[config.mk]
export PLATFORM = sky130hd
export DESIGN_NAME = slowclk_edge_monitor
export DESIGN_NICKNAME = d
export VERILOG_FILES = /design/src/rtl/slowclk_edge_monitor.sv
export SDC_FILE = /design/constraint.sdc
export NUM_CORES = 1
export LEC_CHECK = 0
export ABC_AREA = 1
export CAP_MARGIN = 20
export CELL_PAD_IN_SITES_DETAIL_PLACEMENT = 0
export CELL_PAD_IN_SITES_GLOBAL_PLACEMENT = 1
export CORE_MARGIN = 8
export CORE_UTILIZATION = 38
export CTS_BUF_LIST = sky130_fd_sc_hd__clkbuf_4 sky130_fd_sc_hd__clkbuf_8
export CTS_CLUSTER_DIAMETER = 40
export DETAILED_ROUTE_END_ITERATION = 6
export GPL_TIMING_DRIVEN = 0
export PLACE_DENSITY = 0.7
export SLEW_MARGIN = 30
export SYNTH_ARGS = -nofsm -noshare
export SYNTH_HDL_FRONTEND = slang
export SYNTH_SLANG_ARGS = --single-unit
[constraint.sdc]
create_clock -name clk_in -period 1.9 [get_ports clk_in]
set_input_delay 0.285 -clock clk_in [delete_from_list [all_inputs] [get_ports clk_in]]
set_output_delay 0.285 -clock clk_in [all_outputs]
set_load 0.01 [all_outputs]
[src/rtl/slowclk_edge_monitor.sv]
// Brings a slow toggling signal into the clk_in domain, emits one-cycle rise/fall ticks,
// measures the rise-to-rise period and flags a stall when the input stops toggling.
module slowclk_edge_monitor #(
  parameter int unsigned      SYNC_STAGES = 2,
  parameter int unsigned      CNT_W       = 26,
  parameter logic [CNT_W-1:0] TIMEOUT     = 26'd50_000_000
) (
  input  logic             clk_in,
  input  logic             rst,
  input  logic             slow_in,
  output logic             slow_sync,
  output logic             rise_tick,
  output logic             fall_tick,
  output logic [CNT_W-1:0] period,
  output logic             period_valid,
  output logic             stalled
);

  typedef enum logic [1:0] {
    IDLE   = 2'd0,
    ARMED  = 2'd1,
    LOCKED = 2'd2
  } state_t;

  localparam logic [CNT_W-1:0] CNT_MAX = '1;

  logic [SYNC_STAGES-1:0] sync_q;
  logic                   prev_q;
  logic [CNT_W-1:0]       pcnt;
  logic [CNT_W-1:0]       icnt;
  state_t                 state;

  logic                   rise;
  logic                   fall;
  logic                   edge_seen;
  logic                   stall_hit;
  logic [CNT_W-1:0]       pcnt_inc;
  logic [CNT_W-1:0]       icnt_next;

  assign slow_sync = sync_q[SYNC_STAGES-1];

  // An edge in the same cycle as the timeout always wins, so stalled never
  // asserts in a cycle that also carries a tick.
  always_comb begin
    rise      = slow_sync & ~prev_q;
    fall      = ~slow_sync & prev_q;
    edge_seen = rise | fall;
    stall_hit = (icnt == TIMEOUT) & ~edge_seen;
    pcnt_inc  = (pcnt == CNT_MAX) ? CNT_MAX : pcnt + 1'b1;
    icnt_next = (icnt == TIMEOUT) ? icnt : icnt + 1'b1;
  end

  // NOTE: every flop here uses non-blocking assignment so all stages sample the
  // pre-edge values; blocking would collapse the synchronizer chain into one flop.
  always_ff @(posedge clk_in or negedge rst) begin
    if (!rst) begin
      sync_q    <= '0;
      prev_q    <= 1'b0;
      rise_tick <= 1'b0;
      fall_tick <= 1'b0;
      pcnt      <= '0;
      icnt      <= '0;
      stalled   <= 1'b0;
    end else begin
      sync_q    <= {sync_q[SYNC_STAGES-2:0], slow_in};
      prev_q    <= slow_sync;
      rise_tick <= rise;
      fall_tick <= fall;
      pcnt      <= rise ? '0 : pcnt_inc;
      icnt      <= edge_seen ? '0 : icnt_next;
      stalled   <= stall_hit;
    end
  end

  // The first rise after reset or a stall only arms; a period needs two rises.
  always_ff @(posedge clk_in or negedge rst) begin
    if (!rst) begin
      state        <= IDLE;
      period       <= '0;
      period_valid <= 1'b0;
    end else begin
      case (state)
        IDLE: begin
          if (rise) state <= ARMED;
        end
        ARMED: begin
          if (rise) begin
            state        <= LOCKED;
            period       <= pcnt_inc;
            period_valid <= 1'b1;
          end else if (stall_hit) begin
            state        <= IDLE;
            period_valid <= 1'b0;
          end
        end
        LOCKED: begin
          if (rise) begin
            period <= pcnt_inc;
          end else if (stall_hit) begin
            state        <= IDLE;
            period_valid <= 1'b0;
          end
        end
        default: begin
          state        <= IDLE;
          period_valid <= 1'b0;
        end
      endcase
    end
  end

endmodule

-- After elaboration in Yosys (flattened, before gate mapping)
Index checks and enable logic that the tools add are counted.
- register bits after elaboration: 87
- bits of input ports: 3
- $add $sub $neg: 2
- equality and inequality tests: 7
- muxes and demuxes: 13
- bitwise operators: 8
- reduce and logical (&&, ||, !) cells: 5
- operator list (kind ; count):
    26-bit two-way mux ; 4
    26-bit by 1-bit adder with 26-bit output, second input constant ; 2
    26-bit equality test, second input constant ; 2
    2-bit two-way mux ; 4
    2-bit inequality test, second input constant ; 3
    2-bit case mux with 3 select lines ; 1
    2-bit AND reduction ; 3
    1-bit inverter ; 4
    1-bit bitwise AND ; 3
    1-bit two-way mux ; 3
    1-bit case mux with 3 select lines ; 1
    2-bit by 1-bit equality test with 1-bit output, second input constant ; 1
    2-bit equality test, second input constant ; 1
    2-bit zero test ; 1
    2-bit OR reduction ; 1
    1-bit OR ; 1

-- Logic depth before layout (Yosys ltp)
Gate-level depths: netlist of the first run.
- depth in word-level cells: 8
- mapped depth: 11
- gate-level depth less buffers: 11

-- Least setup slack after synthesis of the first run
Ideal clock, no wire load.
- path type: reg2reg
- start point: register sync_q[1]
- end point: register period[10]
- arrival time: 1472 ps
- data required time: 1768 ps
- setup slack: 296 ps
- stages on the path, launching flop included: 8
- period minus slack after synthesis: 1604 ps
- cell sequence: dfrtp_1 ha_1 buf_2 nand2_2 clkinv_1 buf_2 nor2_1 a31oi_1
- longest elaborated chain between the ends: 2
- RTL lines (item ; line ; source):
    from (decl) ; 27 ; logic [SYNC_STAGES-1:0] sync_q;
    from (signal assigned) ; 65 ; sync_q <= {sync_q[SYNC_STAGES-2:0], slow_in};
    1-bit bitwise AND ; 45 ; rise = slow_sync & ~prev_q;
    via rise ; 33 ; logic rise;
    2-bit AND reduction (no line) ; -- ;
    to (signal assigned) ; 89 ; period <= pcnt_inc;
    to (signal assigned) ; 98 ; period <= pcnt_inc;
    to (decl) ; 14 ; output logic [CNT_W-1:0] period,
The timed path passes the listed nets, and every way through them passes these cells.
A chain may end at the register's enable or synchronous reset.

-- Final worst setup path of the first run
- start point: register pcnt[0]
- end point: register period[19]
- longest elaborated chain between the ends: 2
- elaborated cells between the ends (all ways): 3
- those cells by class: 1 x add/sub; 1 x eq/ne; 1 x mux
- RTL lines (item ; line ; source):
    from (decl) ; 29 ; logic [CNT_W-1:0] pcnt;
    from (signal assigned) ; 69 ; pcnt <= rise ? '0 : pcnt_inc;
    26-bit by 1-bit adder with 26-bit output or 26-bit equality test (tied branches) ; 49 ; pcnt_inc = (pcnt == CNT_MAX) ? CNT_MAX : pcnt + 1'b1;
    26-bit two-way mux * ; 49 ;
Mark *: on every way between the ends. The rest lies on a longest branch, timed or not.

==> flow_summary.ini, run 1 <==
[status]
status = complete, no violations

[hold_path]
hp-class = primary input to async pin

[yosys]
synth_area_per_cell_um2 = 7.72
synth_top_cell_area_share_pct = 47.0
ys.warnings.count = 0
synth_cells = 600
ys_ff_latch = 87
yosys.cell_types.count = 33
synth_area_um2 = 4630
synth_area_leader_cell = dfrtp_1
synth_nets = 612
ys_seq_area_share_pct = 47.0
synthTopCellsByArea = dfrtp_1 (47%), nand2_1 (14%), nor2_1 (7.8%)

[timing]
rsz0062_at_grt = no
hold_violations = 0
setup_violations = 0
finalCritPeriodShare_pct = 93.9
clock_skew_ns = 0.0173
fmax_ghz = 0.560
max-slew-margin-rel_pct = 68.7
tightest_slew_ns = 0.469
period_minus_slack_ns = 1.78
drv_slew = 0

[final_layout]
drive_above_1_share_pct = 9.79
seqCellArea_um2 = 2180
multi_input_area_um2 = 2130
num_antenna_cells = 0
nets = 661
nFillCells = 1228
stdcell_area_um2 = 5440
instances_no_fill = 801
areaGrowthSynthToFinish_pct = 17.4

[pwr]
power.leakage_nw = 2.54
internal-power_mw = 3.24
power_density_nw_per_um2 = 879
vdd_drop_max_v = 0.000443
switching_share_pct = 32.2
seq_power_share_pct = 45.8
pwr-share-comb_pct = 25.1
p_clk_share_pct = 29.1
p_sw_mw = 1.54

[clock_tree]
cts.sinks = 87
numCtsBuffers = 9
worstSkewPairLatency_ns = 0.38
htree_levels = 3
clk_pin_slew_ns = 0.10
clock-root-buffer = clkbuf_8
cts_tree = built
cts_buffer_depth = 2

[setup_path]
crit_fanout = 10
reg2reg_depth = 10
reg2reg_to = period[19]
crit_type = register to register
max_stage_delay_ns = 0.40
cp-end-kind = register
worstPathRequired_ns = 2.22
rrSetupSlack_ns = 0.12
crit_chain = ha_2, nand2_2, nor2_4, nand2_4, nor2_4, nand2_4, buf_6, nand3_1, nand2_1, nand2_1
slowest_stage = dfrtp_2
crit_family = simple AND/OR/NAND/NOR gates
cp_num_buf_inv = 1
reg2reg_from = pcnt[0]
arrival_ns = 2.11
crit_path_start_kind = register

[routing]
vias_per_cell = 4.86
drt-initial-drc-count = 247
drt_pass1_iterations = 5
drc = 0
postRouteAntennaNets = 0
vias = 3892
wl_per_cell_um = 14.5
wirelength_mm = 11.6

[placed_design]
place_congestion = 0.843
io_buffers = 33
hpwl_mm = 8.67
dp_cells = 781
placed_cell_area_um2 = 5170

[global_route]
grt.total_usage_pct = 15.3
grt_pass1_wl_mm = 19.5
antenna_found_initial = 0
grt_max_degree = 58
grt_overflow = 0
grt_pass1_vias = 3912

[floorplan]
die_area_um2 = 16000
io-pin-count = 34
start_util_pct = 38.7
core-area_um2 = 12000
rows = 40
die_w_um = 126
die_h_um = 126

[job]
maxCapViolCount = 0
area by class of cell:
class | count | share of cell area [%]
clock buffers | 10 | 2.53
flip-flops and latches | 87 | 40.1
well taps | 147 | 3.38
multi-input cells | 432 | 39.2
clock inverters | 6 | 1.27
plain buffers | 15 | 1.75
repair buffers | 38 | 7.20
inverters | 66 | 4.60
per-layer routing:
| metal | part of all wire, % | track usage, % |
|---|---|---|
| met1 | 46 | 18.3 |
| met2 | 49 | 25.9 |
| met3 | 3.7 | 4.32 |
| met4 | 1.7 | 5.10 |
| met5 | 0 | 0 |
state kept, by name, indices dropped and copies added (netlist names):
name	cells
fall_tick	1
icnt	26
pcnt	26
period	26
period_valid	1
prev_q	1
rise_tick	1
stalled	1
state	2
sync_q	2
power by group through the flow:
stage	Clock, mW	Combinational [mW]	Sequential [mW]
after floorplan	0	0.614	2.28
after global placement	0	1.15	2.23
after detailed placement	0	1.18	2.24
after CTS	1.45	1.20	2.20
after global routing	1.51	1.35	2.22
final	1.39	1.20	2.19
worst max path at each step:
stage | from | slack, ns | cells past startpoint | endpoint
final | pcnt[0] | 0.12 | 10 | period[19]
after detailed placement | sync_q[1] | -0.19 | 6 | period[5]
after global routing | sync_q[1] | 0.007 | 7 | period[8]
after floorplan | sync_q[1] | 0.30 | 7 | period[10]
after global placement | rst | -2.83 | 1 | sync_q[0]
after CTS | pcnt[0] | 0.003 | 10 | period[19]
cells by family (layout without fill, tap and decap cells):
family	after synthesis	count (layout)	share of synthesized area [%]
and+or+nand+nor	349	349	33.4
adders and majority gates	9	9	2.43
DFF	87	87	47.0
buffers and inverters	81	135	7.29
xor gates and xnor gates	14	14	2.65
AOI/OAI and AO/OA	60	60	7.21
Yosys cell counts (all sizes together):
cell and instances:
a211oi 1, a21oi 25, a31oi 15, buf 10, clkbuf 5, clkinv 1
dfrtp 87, ha 9, inv 65, nand2 175, nand3 38, nand3b 10
nand4 7, nor2 105, nor3 11, nor3b 1, nor4 1, o211ai 1
o21a 1, o21ai 17, or2 1, xnor2 5, xor2 9
placed cells by master (no fill, tap or decap), types with 4 or more instances in the layout:
master           instances
buf_6                    4
nor2_2                   4
xnor2_1                  5
nand3b_1                10
nand4_1                  7
a31oi_1                 15
nand2_1                169
a21oi_1                 24
nand3_2                  5
o21ai_0                 13
xor2_1                   9
clkbuf_8                10
nand3_1                 33
nor2_1                  96
ha_1                     8
inv_1                   62
buf_4                    5
nor2_4                   5
buf_2                    5
clkdlybuf4s50_1         32
nor3_1                  10
dfrtp_1                 86
what timing repair did:
action                                 CTS  global route
pin swaps                                0             1
setup endpoints to repair               52            40
resized for setup                        4             9
endpoints found under the hold margin   30             0
setup buffers                            0             3
hold buffers                             1             0
gates cloned                             0             0
per-stage QoR:
stage                     hold slack (ns)  setup WS [ns]  total power, mW  TNS, ns  util [%]
after floorplan                   -0.0106          0.296             2.89        0         -
after global placement              0.342          -2.83             3.38  -248.60      43.0
after detailed placement            0.191         -0.194             3.41    -4.75      43.3
after CTS                           0.335        0.00312             4.85        0      45.2
after global routing                0.327        0.00742             5.09        0      45.5
final                               0.344          0.115             4.78        0      45.5
No activity file was read; power rests on OpenSTA's default activity.
==> run 2: changes to the inputs <==
--- a/config.mk
+++ b/config.mk
@@ -9,9 +9,8 @@
 export CAP_MARGIN = 20
 export CELL_PAD_IN_SITES_DETAIL_PLACEMENT = 0
 export CELL_PAD_IN_SITES_GLOBAL_PLACEMENT = 1
-export CORE_MARGIN = 8
 export CORE_UTILIZATION = 38
-export CTS_BUF_LIST = sky130_fd_sc_hd__clkbuf_4 sky130_fd_sc_hd__clkbuf_8
+export CTS_BUF_LIST = sky130_fd_sc_hd__clkbuf_2 sky130_fd_sc_hd__clkbuf_4 sky130_fd_sc_hd__clkbuf_8
 export CTS_CLUSTER_DIAMETER = 40
 export DETAILED_ROUTE_END_ITERATION = 6
 export GPL_TIMING_DRIVEN = 0
==> flow_summary.ini, run 2 (same netlist as run 1, synthesis figures left out) <==
[status]
status = complete, no violations

[floorplan]
die_w_um = 112
rows = 39
core-area_um2 = 11700
start_util_pct = 39.7
die_area_um2 = 12600
io-pin-count = 34
die_h_um = 112

[timing]
rsz0062_at_grt = no
final.setup.tns_ns = 0
setup_slack_ns = 0.136
period_minus_slack_ns = 1.76
hold_violations = 0
finalCritPeriodShare_pct = 92.9
tightest_slew_ns = 0.486
max-slew-margin-rel_pct = 67.6
fmax_ghz = 0.567
drv_slew = 0
clock_skew_ns = 0.0113
setup_violations = 0

[clock_tree]
clock-root-buffer = clkbuf_8
htree_levels = 3
cts_buffer_depth = 2
numCtsBuffers = 9
cts.sinks = 87
cts_tree = built
worstSkewPairLatency_ns = 0.38
clk_pin_slew_ns = 0.08
post_cts_buffers = 0

[final_layout]
nets = 658
num_antenna_cells = 0
top_regs = icnt: 26 flops, pcnt: 26 flops, period: 26 flops
areaGrowthSynthToFinish_pct = 17.0
final_cell_mix = nand2_1 (169), nor2_1 (96), dfrtp_1 (86), inv_1 (62), nand3_1 (33)
instances_no_fill = 794
final_common_cell = nand2_1
stdcell_area_um2 = 5420
drive_above_1_share_pct = 9.22

[pwr]
power_density_nw_per_um2 = 879
switching_share_pct = 30.5
pwr-share-comb_pct = 24.6
p_sw_mw = 1.45
internal-power_mw = 3.31
vdd_drop_max_v = 0.000519
p_clk_share_pct = 29.3
seq_power_share_pct = 46.1
power.leakage_nw = 2.52
p_total_mw = 4.76

[setup_path]
cp-end-kind = register
crit_path_start = pcnt[0]
reg2reg_depth = 10
rrSetupSlack_ns = 0.14
reg2reg_from = pcnt[0]
crit_path_end = period[21]
reg2reg_to = period[21]
crit_type = register to register
crit_fanout = 10
arrival_ns = 2.08
crit_path_start_kind = register
worstPathRequired_ns = 2.21

[hold_path]
hp-class = primary input to register

[placed_design]
io_buffers = 33
place_congestion = 0.796
dp_cells = 777
pre_cts_slack_ns = -0.104
placed_cell_area_um2 = 5170
hpwl_mm = 8.33

[global_route]
grt.total_usage_pct = 19.4
grt_overflow = 0
antenna_found_initial = 0
grt_max_degree = 56
grt_pass1_vias = 3912
grt_pass1_wl_mm = 19.0

[routing]
drc = 0
drt_pass1_iterations = 4
vias = 3850
drt-initial-drc-count = 191
postRouteAntennaNets = 0
vias_per_cell = 4.85
wl_per_cell_um = 13.8
wirelength_mm = 11.0

[job]
maxCapViolCount = 0
-- run 2: cell count changes in the layout (fill, tap and decap cells not counted), moves of 2 or more --
cell	change
buf_4	-4
clkbuf_4	+2
clkbuf_8	+2
clkinv_4	-2
-- run 2: area by class of cell --
cell class | instances | area (µm²)
fill | 1204 | 6240
sequential | 87 | 2180
multi-input combinational | 432 | 2130
timing repair buffer | 35 | 369
inverter | 66 | 250
tap | 143 | 179
clock buffer | 13 | 173
buffer | 15 | 95.1
clock inverter | 3 | 40.0
-- run 2: critical path, stage by stage (launching register included) --
cell and delay, ns:
dfrtp_2 0.47, ha_4 0.21, nand2_2 0.09, nor2_4 0.19, nand2_4 0.10, nor2_4 0.14, nand2_4 0.08, buf_6 0.16
nand3_1 0.12, nand2_1 0.07, nand2_1 0.06
-- run 2: layer usage --
| layer | vias up | global-route usage (%) | part of all wire (%) |
|---|---|---|---|
| met5 | - | 0 | 0 |
| met4 | 0 | 4.89 | 1.0 |
| met3 | 7 | 5.18 | 2.9 |
| met2 | 43 | 35.4 | 51 |
| met1 | 1806 | 22.6 | 45 |
| li1 | 1994 | - | - |
-- run 2: power by group through the flow --
stage | combinational (mW) | clock [mW] | sequential (mW)
after floorplan | 0.614 | 0 | 2.28
after global placement | 1.14 | 0 | 2.22
after detailed placement | 1.16 | 0 | 2.23
after CTS | 1.17 | 1.45 | 2.19
after global routing | 1.32 | 1.51 | 2.23
final | 1.17 | 1.40 | 2.20
-- run 2: how the worst min path moves through the flow --
stage,from,end,slack [ns],cells after the start
2_1_floorplan,rst,fall_tick,-0.01,0
3_3_place_gp,sync_q[0],sync_q[1],0.34,0
3_5_place_dp,rst,period[6],0.20,1
4_1_cts,slow_in,sync_q[0],0.32,1
5_1_grt,slow_in,sync_q[0],0.32,1
6_report,slow_in,sync_q[0],0.35,1
-- run 2: timing repair --
action | CTS | global route
gates resized for setup | 3 | 8
hold endpoints to repair | 32 | 0
hold buffers | 1 | 0
endpoints found under the setup margin | 49 | 43
cloned | 0 | 0
-- run 2: metrics by stage --
stage	utilization, %	hold slack (ns)
6_report	46.5	0.346
5_1_grt	46.5	0.315
4_1_cts	46.3	0.325
3_5_place_dp	44.3	0.202
3_3_place_gp	44.1	0.339
2_1_floorplan	-	-0.0106
